===== src/rtl/mem_access_if.sv =====
// Bundle of the pipeline-side, data-bus-side and status signals of mem_access_unit.
// AlignErr exists only when MEM_ALIGN_CHECK_EN is defined.
interface mem_access_if;
  logic        MemRead;
  logic        MemWrite;
  logic [3:0]  MEMop;
  logic [31:0] Addr;
  logic [31:0] StoreData;
  logic        MemReq;
  logic        MemWe;
  logic [31:0] MemAddr;
  logic [3:0]  MemBe;
  logic [31:0] MemWData;
  logic        MemAck;
  logic [31:0] MemRData;
  logic        Stall;
  logic [31:0] LoadData;
  logic        LoadValid;
  logic        BusErr;
`ifdef MEM_ALIGN_CHECK_EN
  logic        AlignErr;
`endif

  // master: the access unit itself; slave: pipeline + memory environment
  modport master (
`ifdef MEM_ALIGN_CHECK_EN
    output AlignErr,
`endif
    input  MemRead, MemWrite, MEMop, Addr, StoreData, MemAck, MemRData,
    output MemReq, MemWe, MemAddr, MemBe, MemWData, Stall, LoadData, LoadValid, BusErr
  );

  modport slave (
`ifdef MEM_ALIGN_CHECK_EN
    input  AlignErr,
`endif
    output MemRead, MemWrite, MEMop, Addr, StoreData, MemAck, MemRData,
    input  MemReq, MemWe, MemAddr, MemBe, MemWData, Stall, LoadData, LoadValid, BusErr
  );
endinterface


===== src/rtl/mem_access_unit.sv =====
// MEM-stage data-memory access engine: req/ack bus transaction, pipeline stall, load formatting.
// Optional misalignment trap enabled by defining MEM_ALIGN_CHECK_EN.
//
// state  | meaning
// S_IDLE | waiting for MemRead/MemWrite; latches the access when one appears
// S_REQ  | MemReq held, waiting for MemAck or timeout
// S_DONE | pipeline released; LoadValid/BusErr/AlignErr pulse here
module mem_access_unit #(
  parameter int unsigned TIMEOUT_CYCLES = 16,
  parameter int unsigned CNT_W          = 8
) (
  input logic          Clk,
  input logic          Rst_n,
  mem_access_if.master bus
);

  typedef enum logic [1:0] {S_IDLE, S_REQ, S_DONE} state_t;
  typedef enum logic [1:0] {SZ_WORD, SZ_HALF, SZ_BYTE} size_t;

  localparam logic [CNT_W-1:0] TO_LIM = CNT_W'(TIMEOUT_CYCLES);

  state_t            state_q, state_d;
  logic [CNT_W-1:0]  count_q, count_d;
  size_t             size_q, size_d;
  logic              sext_q, sext_d;
  logic              is_load_q, is_load_d;
  logic [1:0]        lane_q, lane_d;
  logic              mem_req_q, mem_req_d;
  logic              mem_we_q, mem_we_d;
  logic [31:0]       mem_addr_q, mem_addr_d;
  logic [3:0]        mem_be_q, mem_be_d;
  logic [31:0]       mem_wdata_q, mem_wdata_d;
  logic [31:0]       load_data_q, load_data_d;
  logic              load_valid_q, load_valid_d;
  logic              bus_err_q, bus_err_d;
`ifdef MEM_ALIGN_CHECK_EN
  logic              align_err_q, align_err_d;
  logic              misaligned;
`endif

  logic              access;
  logic              req_store;
  size_t             dec_size;
  logic              dec_sext;
  logic [3:0]        dec_be;
  logic [31:0]       dec_wdata;

  function automatic logic [31:0] fmt_load(input logic [31:0] rd, input size_t sz,
                                           input logic sx, input logic [1:0] lane);
    logic [15:0] h;
    logic [7:0]  b;
    h = lane[1] ? rd[31:16] : rd[15:0];
    b = rd[{lane, 3'b000} +: 8];
    case (sz)
      SZ_HALF: fmt_load = {{16{sx & h[15]}}, h};
      SZ_BYTE: fmt_load = {{24{sx & b[7]}}, b};
      default: fmt_load = rd;
    endcase
  endfunction

  // Store wins when both strobes are set
  always_comb begin
    access    = bus.MemRead | bus.MemWrite;
    req_store = bus.MemWrite;
    dec_size  = SZ_WORD;
    dec_sext  = 1'b0;
    if (req_store) begin
      case (bus.MEMop)
        4'b1001: dec_size = SZ_HALF;
        4'b1010: dec_size = SZ_BYTE;
        default: dec_size = SZ_WORD;
      endcase
    end else begin
      case (bus.MEMop)
        4'b0001: begin dec_size = SZ_HALF; dec_sext = 1'b1; end
        4'b0010: dec_size = SZ_HALF;
        4'b0011: begin dec_size = SZ_BYTE; dec_sext = 1'b1; end
        4'b0100: dec_size = SZ_BYTE;
        default: dec_size = SZ_WORD;
      endcase
    end

    case (dec_size)
      SZ_HALF: begin
        dec_be    = bus.Addr[1] ? 4'b1100 : 4'b0011;
        dec_wdata = {2{bus.StoreData[15:0]}};
      end
      SZ_BYTE: begin
        dec_be    = 4'b0001 << bus.Addr[1:0];
        dec_wdata = {4{bus.StoreData[7:0]}};
      end
      default: begin
        dec_be    = 4'b1111;
        dec_wdata = bus.StoreData;
      end
    endcase
    if (!req_store) begin
      dec_be    = 4'b1111;
      dec_wdata = 32'h0;
    end
  end

`ifdef MEM_ALIGN_CHECK_EN
  assign misaligned = ((dec_size == SZ_WORD) && (bus.Addr[1:0] != 2'b00)) ||
                      ((dec_size == SZ_HALF) && bus.Addr[0]);
`endif

  always_comb begin
    state_d      = state_q;
    count_d      = count_q;
    size_d       = size_q;
    sext_d       = sext_q;
    is_load_d    = is_load_q;
    lane_d       = lane_q;
    mem_req_d    = mem_req_q;
    mem_we_d     = mem_we_q;
    mem_addr_d   = mem_addr_q;
    mem_be_d     = mem_be_q;
    mem_wdata_d  = mem_wdata_q;
    load_data_d  = load_data_q;
    load_valid_d = 1'b0;
    bus_err_d    = 1'b0;
`ifdef MEM_ALIGN_CHECK_EN
    align_err_d  = 1'b0;
`endif

    case (state_q)
      S_IDLE: begin
        count_d = '0;
        if (access) begin
          size_d      = dec_size;
          sext_d      = dec_sext;
          is_load_d   = ~req_store;
          lane_d      = bus.Addr[1:0];
          mem_we_d    = req_store;
          mem_addr_d  = {bus.Addr[31:2], 2'b00};
          mem_be_d    = dec_be;
          mem_wdata_d = dec_wdata;
          mem_req_d   = 1'b1;
          state_d     = S_REQ;
`ifdef MEM_ALIGN_CHECK_EN
          if (misaligned) begin
            mem_req_d   = 1'b0;
            align_err_d = 1'b1;
            state_d     = S_DONE;
            if (!req_store) load_data_d = 32'h0;
          end
`endif
        end
      end
      S_REQ: begin
        if (bus.MemAck) begin
          mem_req_d = 1'b0;
          state_d   = S_DONE;
          if (is_load_q) begin
            load_data_d  = fmt_load(bus.MemRData, size_q, sext_q, lane_q);
            load_valid_d = 1'b1;
          end
        end else begin
          count_d = count_q + 1'b1;
          // Abort once the TIMEOUT_CYCLES-th REQ cycle has passed with no ack
          if ((TIMEOUT_CYCLES != 0) && (count_d == TO_LIM)) begin
            mem_req_d = 1'b0;
            bus_err_d = 1'b1;
            state_d   = S_DONE;
            if (is_load_q) load_data_d = 32'h0;
          end
        end
      end
      S_DONE: begin
        state_d = S_IDLE;
      end
      default: begin
        state_d   = S_IDLE;
        mem_req_d = 1'b0;
      end
    endcase
  end

  always_ff @(posedge Clk or negedge Rst_n) begin
    if (!Rst_n) begin
      state_q      <= S_IDLE;
      count_q      <= '0;
      size_q       <= SZ_WORD;
      sext_q       <= 1'b0;
      is_load_q    <= 1'b0;
      lane_q       <= 2'b00;
      mem_req_q    <= 1'b0;
      mem_we_q     <= 1'b0;
      mem_addr_q   <= 32'h0;
      mem_be_q     <= 4'h0;
      mem_wdata_q  <= 32'h0;
      load_data_q  <= 32'h0;
      load_valid_q <= 1'b0;
      bus_err_q    <= 1'b0;
`ifdef MEM_ALIGN_CHECK_EN
      align_err_q  <= 1'b0;
`endif
    end else begin
      state_q      <= state_d;
      count_q      <= count_d;
      size_q       <= size_d;
      sext_q       <= sext_d;
      is_load_q    <= is_load_d;
      lane_q       <= lane_d;
      mem_req_q    <= mem_req_d;
      mem_we_q     <= mem_we_d;
      mem_addr_q   <= mem_addr_d;
      mem_be_q     <= mem_be_d;
      mem_wdata_q  <= mem_wdata_d;
      load_data_q  <= load_data_d;
      load_valid_q <= load_valid_d;
      bus_err_q    <= bus_err_d;
`ifdef MEM_ALIGN_CHECK_EN
      align_err_q  <= align_err_d;
`endif
    end
  end

  // Stall must release in DONE so the pipeline advances on that edge
  assign bus.Stall     = ((state_q == S_IDLE) && access) || (state_q == S_REQ);
  assign bus.MemReq    = mem_req_q;
  assign bus.MemWe     = mem_we_q;
  assign bus.MemAddr   = mem_addr_q;
  assign bus.MemBe     = mem_be_q;
  assign bus.MemWData  = mem_wdata_q;
  assign bus.LoadData  = load_data_q;
  assign bus.LoadValid = load_valid_q;
  assign bus.BusErr    = bus_err_q;
`ifdef MEM_ALIGN_CHECK_EN
  assign bus.AlignErr  = align_err_q;
`endif

endmodule

===== src/flat_wrapper.sv =====
// flat-port wrapper written by rule: the top's interface ports become plain ports
module mem_access_unit_flat 
#(
  parameter int unsigned TIMEOUT_CYCLES = 16,
  parameter int unsigned CNT_W          = 8
)
  (Clk, Rst_n, bus_MemRead, bus_MemWrite, bus_MEMop, bus_Addr, bus_StoreData, bus_MemAck, bus_MemRData, bus_MemReq, bus_MemWe, bus_MemAddr, bus_MemBe, bus_MemWData, bus_Stall, bus_LoadData, bus_LoadValid, bus_BusErr);
  mem_access_if bus_i ();
  input logic Clk;
  input logic Rst_n;
  input wire logic [$bits(bus_i.MemRead)-1:0] bus_MemRead;
  input wire logic [$bits(bus_i.MemWrite)-1:0] bus_MemWrite;
  input wire logic [$bits(bus_i.MEMop)-1:0] bus_MEMop;
  input wire logic [$bits(bus_i.Addr)-1:0] bus_Addr;
  input wire logic [$bits(bus_i.StoreData)-1:0] bus_StoreData;
  input wire logic [$bits(bus_i.MemAck)-1:0] bus_MemAck;
  input wire logic [$bits(bus_i.MemRData)-1:0] bus_MemRData;
  output wire logic [$bits(bus_i.MemReq)-1:0] bus_MemReq;
  output wire logic [$bits(bus_i.MemWe)-1:0] bus_MemWe;
  output wire logic [$bits(bus_i.MemAddr)-1:0] bus_MemAddr;
  output wire logic [$bits(bus_i.MemBe)-1:0] bus_MemBe;
  output wire logic [$bits(bus_i.MemWData)-1:0] bus_MemWData;
  output wire logic [$bits(bus_i.Stall)-1:0] bus_Stall;
  output wire logic [$bits(bus_i.LoadData)-1:0] bus_LoadData;
  output wire logic [$bits(bus_i.LoadValid)-1:0] bus_LoadValid;
  output wire logic [$bits(bus_i.BusErr)-1:0] bus_BusErr;
  assign bus_i.MemRead = bus_MemRead;
  assign bus_i.MemWrite = bus_MemWrite;
  assign bus_i.MEMop = bus_MEMop;
  assign bus_i.Addr = bus_Addr;
  assign bus_i.StoreData = bus_StoreData;
  assign bus_i.MemAck = bus_MemAck;
  assign bus_i.MemRData = bus_MemRData;
  assign bus_MemReq = bus_i.MemReq;
  assign bus_MemWe = bus_i.MemWe;
  assign bus_MemAddr = bus_i.MemAddr;
  assign bus_MemBe = bus_i.MemBe;
  assign bus_MemWData = bus_i.MemWData;
  assign bus_Stall = bus_i.Stall;
  assign bus_LoadData = bus_i.LoadData;
  assign bus_LoadValid = bus_i.LoadValid;
  assign bus_BusErr = bus_i.BusErr;
  mem_access_unit #(.TIMEOUT_CYCLES(TIMEOUT_CYCLES), .CNT_W(CNT_W)) u_core (.Clk(Clk), .Rst_n(Rst_n), .bus(bus_i));
endmodule

===== config.mk =====
export PLATFORM = sky130hd
export DESIGN_NAME = mem_access_unit_flat
export DESIGN_NICKNAME = d
export VERILOG_FILES = /design/src/rtl/mem_access_if.sv /design/src/rtl/mem_access_unit.sv /design/src/flat_wrapper.sv
export SDC_FILE = /design/constraint.sdc
export NUM_CORES = 1
export LEC_CHECK = 0
export CORE_MARGIN = 3
export CORE_UTILIZATION = 25
export CTS_CLUSTER_SIZE = 25
export DETAILED_ROUTE_END_ITERATION = 12
export HOLD_SLACK_MARGIN = 0.15
export PLACE_DENSITY = 0.58
export RECOVER_POWER = 25
export SLEW_MARGIN = 40
export SYNTH_ARGS = -nofsm -noshare
export SYNTH_HDL_FRONTEND = slang
export SYNTH_SLANG_ARGS = --single-unit

===== constraint.sdc =====
create_clock -name Clk -period 6.3 [get_ports Clk]
set_input_delay 1.26 -clock Clk [delete_from_list [all_inputs] [get_ports Clk]]
set_output_delay 1.26 -clock Clk [all_outputs]
set_load 0.03 [all_outputs]

==> impl_metrics.tcl <==
set metrics [dict create \
    synth-edff-count 0 \
    cts_resized 0 \
    power_switching_w 0.00181 \
    drive_gt1_frac 0.0675 \
    via_per_inst 4.72 \
    first_iter_violations 313 \
    finalNetCount 913 \
    fmax_ghz 0.247 \
    yosysWarnings 0 \
    wire_per_inst_um 16.7 \
    clk_latency_ps 410 \
    cts_made_buffers 17 \
    grt_max_degree 81 \
    internal_power_w 0.00254 \
    yosysTopAreaCell "dfrtp_1" \
    period_needed_ps 4050 \
    drv_cap 1 \
    synth.most_common_cell "nand2_1" \
    wirelength_um 18300 \
    criticalPathCategory "in2out" \
    grt_pass1_vias 5123 \
    drtPass1Iterations 5 \
    cts.sinks 118 \
    startpoint "bus_MemWrite" \
    crit_required_ps 5040 \
    grt_antenna_before_repair 3 \
    dp_hpwl_um 12900 \
    io_pins 210 \
    postLayoutCellArea_um2 8550 \
    synth_flop_cell "dfrtp_1" \
    setup_tns_ps 0 \
    status "complete, but fails checks" \
    place_congestion 0.779 \
    synth-simple-area-share 0.193 \
    min_path_type "reg2reg" \
    worstMarginPinSlew_ps 2170 \
    failed_checks "max-capacitance violations, max-slew violations" \
    cts_hold_buf 0 \
    ys_types 43 \
    path_clk_slew_ps 50 \
    synth-seq-cells 118 \
    start_util 0.256 \
    synth.avg_cell_area_um2 9.20 \
    synth_top_family_by_area "compound AO/OA/AOI/OAI gates" \
    port_buffers 207 \
    p_seq_frac 0.296 \
    power.leakage_nw 3.65 \
    fp.dieW_um 156 \
    die_area_um2 24400 \
    pwr-share-comb 0.471 \
    grt_first_pass_wirelength_um 28600 \
    post_cts_buffers 0 \
    crit_arrival_ps 2790 \
    yosysTopAreaCellShare 0.524 \
    maxSlewHeadroom -0.445 \
    drc 0 \
    synth_commonest_cells "nand2_1, dfrtp_1, clkbuf_1" \
    htreeDepth 4 \
    swShare 0.416 \
    vdd_drop_max_v 0.000211 \
    grt_usage 0.149 \
    overflow 0 \
    synth_xor_area_frac 0.00467 \
    finalCritPeriodShare 0.643 \
    skew_ps 9.80 \
    core_area_um2 22000 \
    die_y_um 156 \
    syn_to_final_growth_pct 51.8 \
    worst_r2r_startpoint "u_core.size_q[1]" \
    fillCellCount 2181 \
    synth-seq-area-share 0.524 \
    critical_path_peak_fanout 8 \
    setup_viol 0 \
    synthTopCellsByArea "dfrtp_1, nand2_1, a22o_1" \
    placed_area_um2 7940 \
    synth-compound-area-share 0.198 \
    synthCells 612 \
    slew_violations 40 \
    synth_adder_area_share 0.0133 \
    synthMuxAreaShare 0.0258 \
    synth_area_um2 5630 \
    cts_root_buf "clkbuf_16" \
    hold_violations 0 \
    clockBufferDepth 2 \
    tritoncts "yes" \
    worstHoldStart "u_core.bus.MemAddr[26]" \
    rows 54 \
    ys_async_sr_fraction 1.00 \
    p_per_area_nw_per_um2 509 \
    final_antenna_net_count 0 \
    power_frac_clock 0.233 \
    cp-start-kind "input port" \
    dr_total_vias 5178 \
    endpoint_kind "primary output" \
    grt_setup_unrepaired "no" \
]
[critical path, stage by stage]
cell and delay (ps):
clkdlybuf4s50_1 680, o21ai_4 100, nand2_1 80, clkdlybuf4s50_1 670
[metrics by stage]
| step | setup slack [ps] | cells | hold slack (ps) | power (W) | utilization |
|---|---|---|---|---|---|
| 2_1_floorplan | 2770 | 613 | 472 | 0.00247 | - |
| 3_3_place_gp | 2250 | 1063 | 457 | 0.00336 | 0.361 |
| 3_5_place_dp | 2250 | 1063 | 461 | 0.00337 | 0.362 |
| 4_1_cts | 2250 | 1095 | 475 | 0.00440 | 0.389 |
| 5_1_grt | 2180 | 1095 | 496 | 0.00461 | 0.389 |
| 6_report | 2250 | 1096 | 470 | 0.00435 | 0.389 |
[final timing paths]
check | to | slack (ps) | cells after the start
max reg2reg | u_core.bus.LoadData[17] | 3830 | 5
max in group asynchronous | u_core.bus.LoadData[8] | 2920 | 2
max | bus_Stall | 2250 | 4
min reg2reg | u_core.bus.MemAddr[26] | 470 | 2
min | u_core.bus.MemAddr[26] | 470 | 2
min in group asynchronous | u_core.bus.MemAddr[8] | 860 | 1
[final cells by class]
class	instances	area (um2)	share of cell area
multi-input cells	440	2470	0.289
well taps	280	350	0.0410
clock inverters	12	153	0.0179
clock buffers	20	457	0.0534
diodes	1	2.50	0.000293
repair buffers	214	2120	0.249
inverters	11	41.3	0.00483
flip-flops and latches	118	2950	0.345
[cells in the final DEF, fill, tap and decap left out, types with 4 or more instances in the layout]
cell               n
a21oi_1           26
dfrtp_1          118
mux2_2            12
nand2b_1          18
buf_4              6
nor2b_1            5
nand2_1          171
o211ai_1          16
clkdlybuf4s50_1  206
o21ai_1            7
nor2_1            25
nand3_1            5
a221oi_1           8
a22o_1            33
a31oi_1           10
o22ai_1           17
clkbuf_16         17
nor3b_1           11
clkinvlp_4         4
inv_1             10
o21ai_0           32
ha_1               6
nor3_1             6
[logic make-up after synthesis]
kind of cell,after synthesis
other,1
and+or+nand+nor,250
AOI/OAI and AO/OA,166
DFF,118
muxes,13
xor gates and xnor gates,3
buffers and inverters,55
adders and majority gates,6
[power groups by stage]
stage                     logic, W  clock network [W]  registers [W]
final                      0.00205            0.00101        0.00129
after global routing       0.00220            0.00107        0.00134
after CTS                  0.00208            0.00103        0.00129
after detailed placement   0.00207                  0        0.00129
after global placement     0.00206                  0        0.00130
after floorplan           0.000653                  0        0.00181
[layer usage]
| metal | GRT usage | vias to the layer above | share of wire |
|---|---|---|---|
| met5 | 0 | - | 0.0019 |
| met2 | 0.231 | 182 | 0.45 |
| met4 | 0.0350 | 4 | 0.0091 |
| met1 | 0.194 | 2459 | 0.45 |
| met3 | 0.0638 | 19 | 0.086 |
| li1 | - | 2514 | - |
[sequential cells by signal (all words and copies together), names as in the netlist]
signal	count
u_core.count_q	8
u_core.state_q	2
u_core.bus.MemBe	4
u_core.bus.MemAddr	30
u_core.sext_q	1
u_core.is_load_q	1
u_core.bus.LoadValid	1
u_core.bus.MemReq	1
u_core.bus.BusErr	1
u_core.bus.MemWData	32
u_core.bus.MemWe	1
u_core.bus.LoadData	32
u_core.size_q	2
u_core.lane_q	2
(Power assumes the default switching activity.)
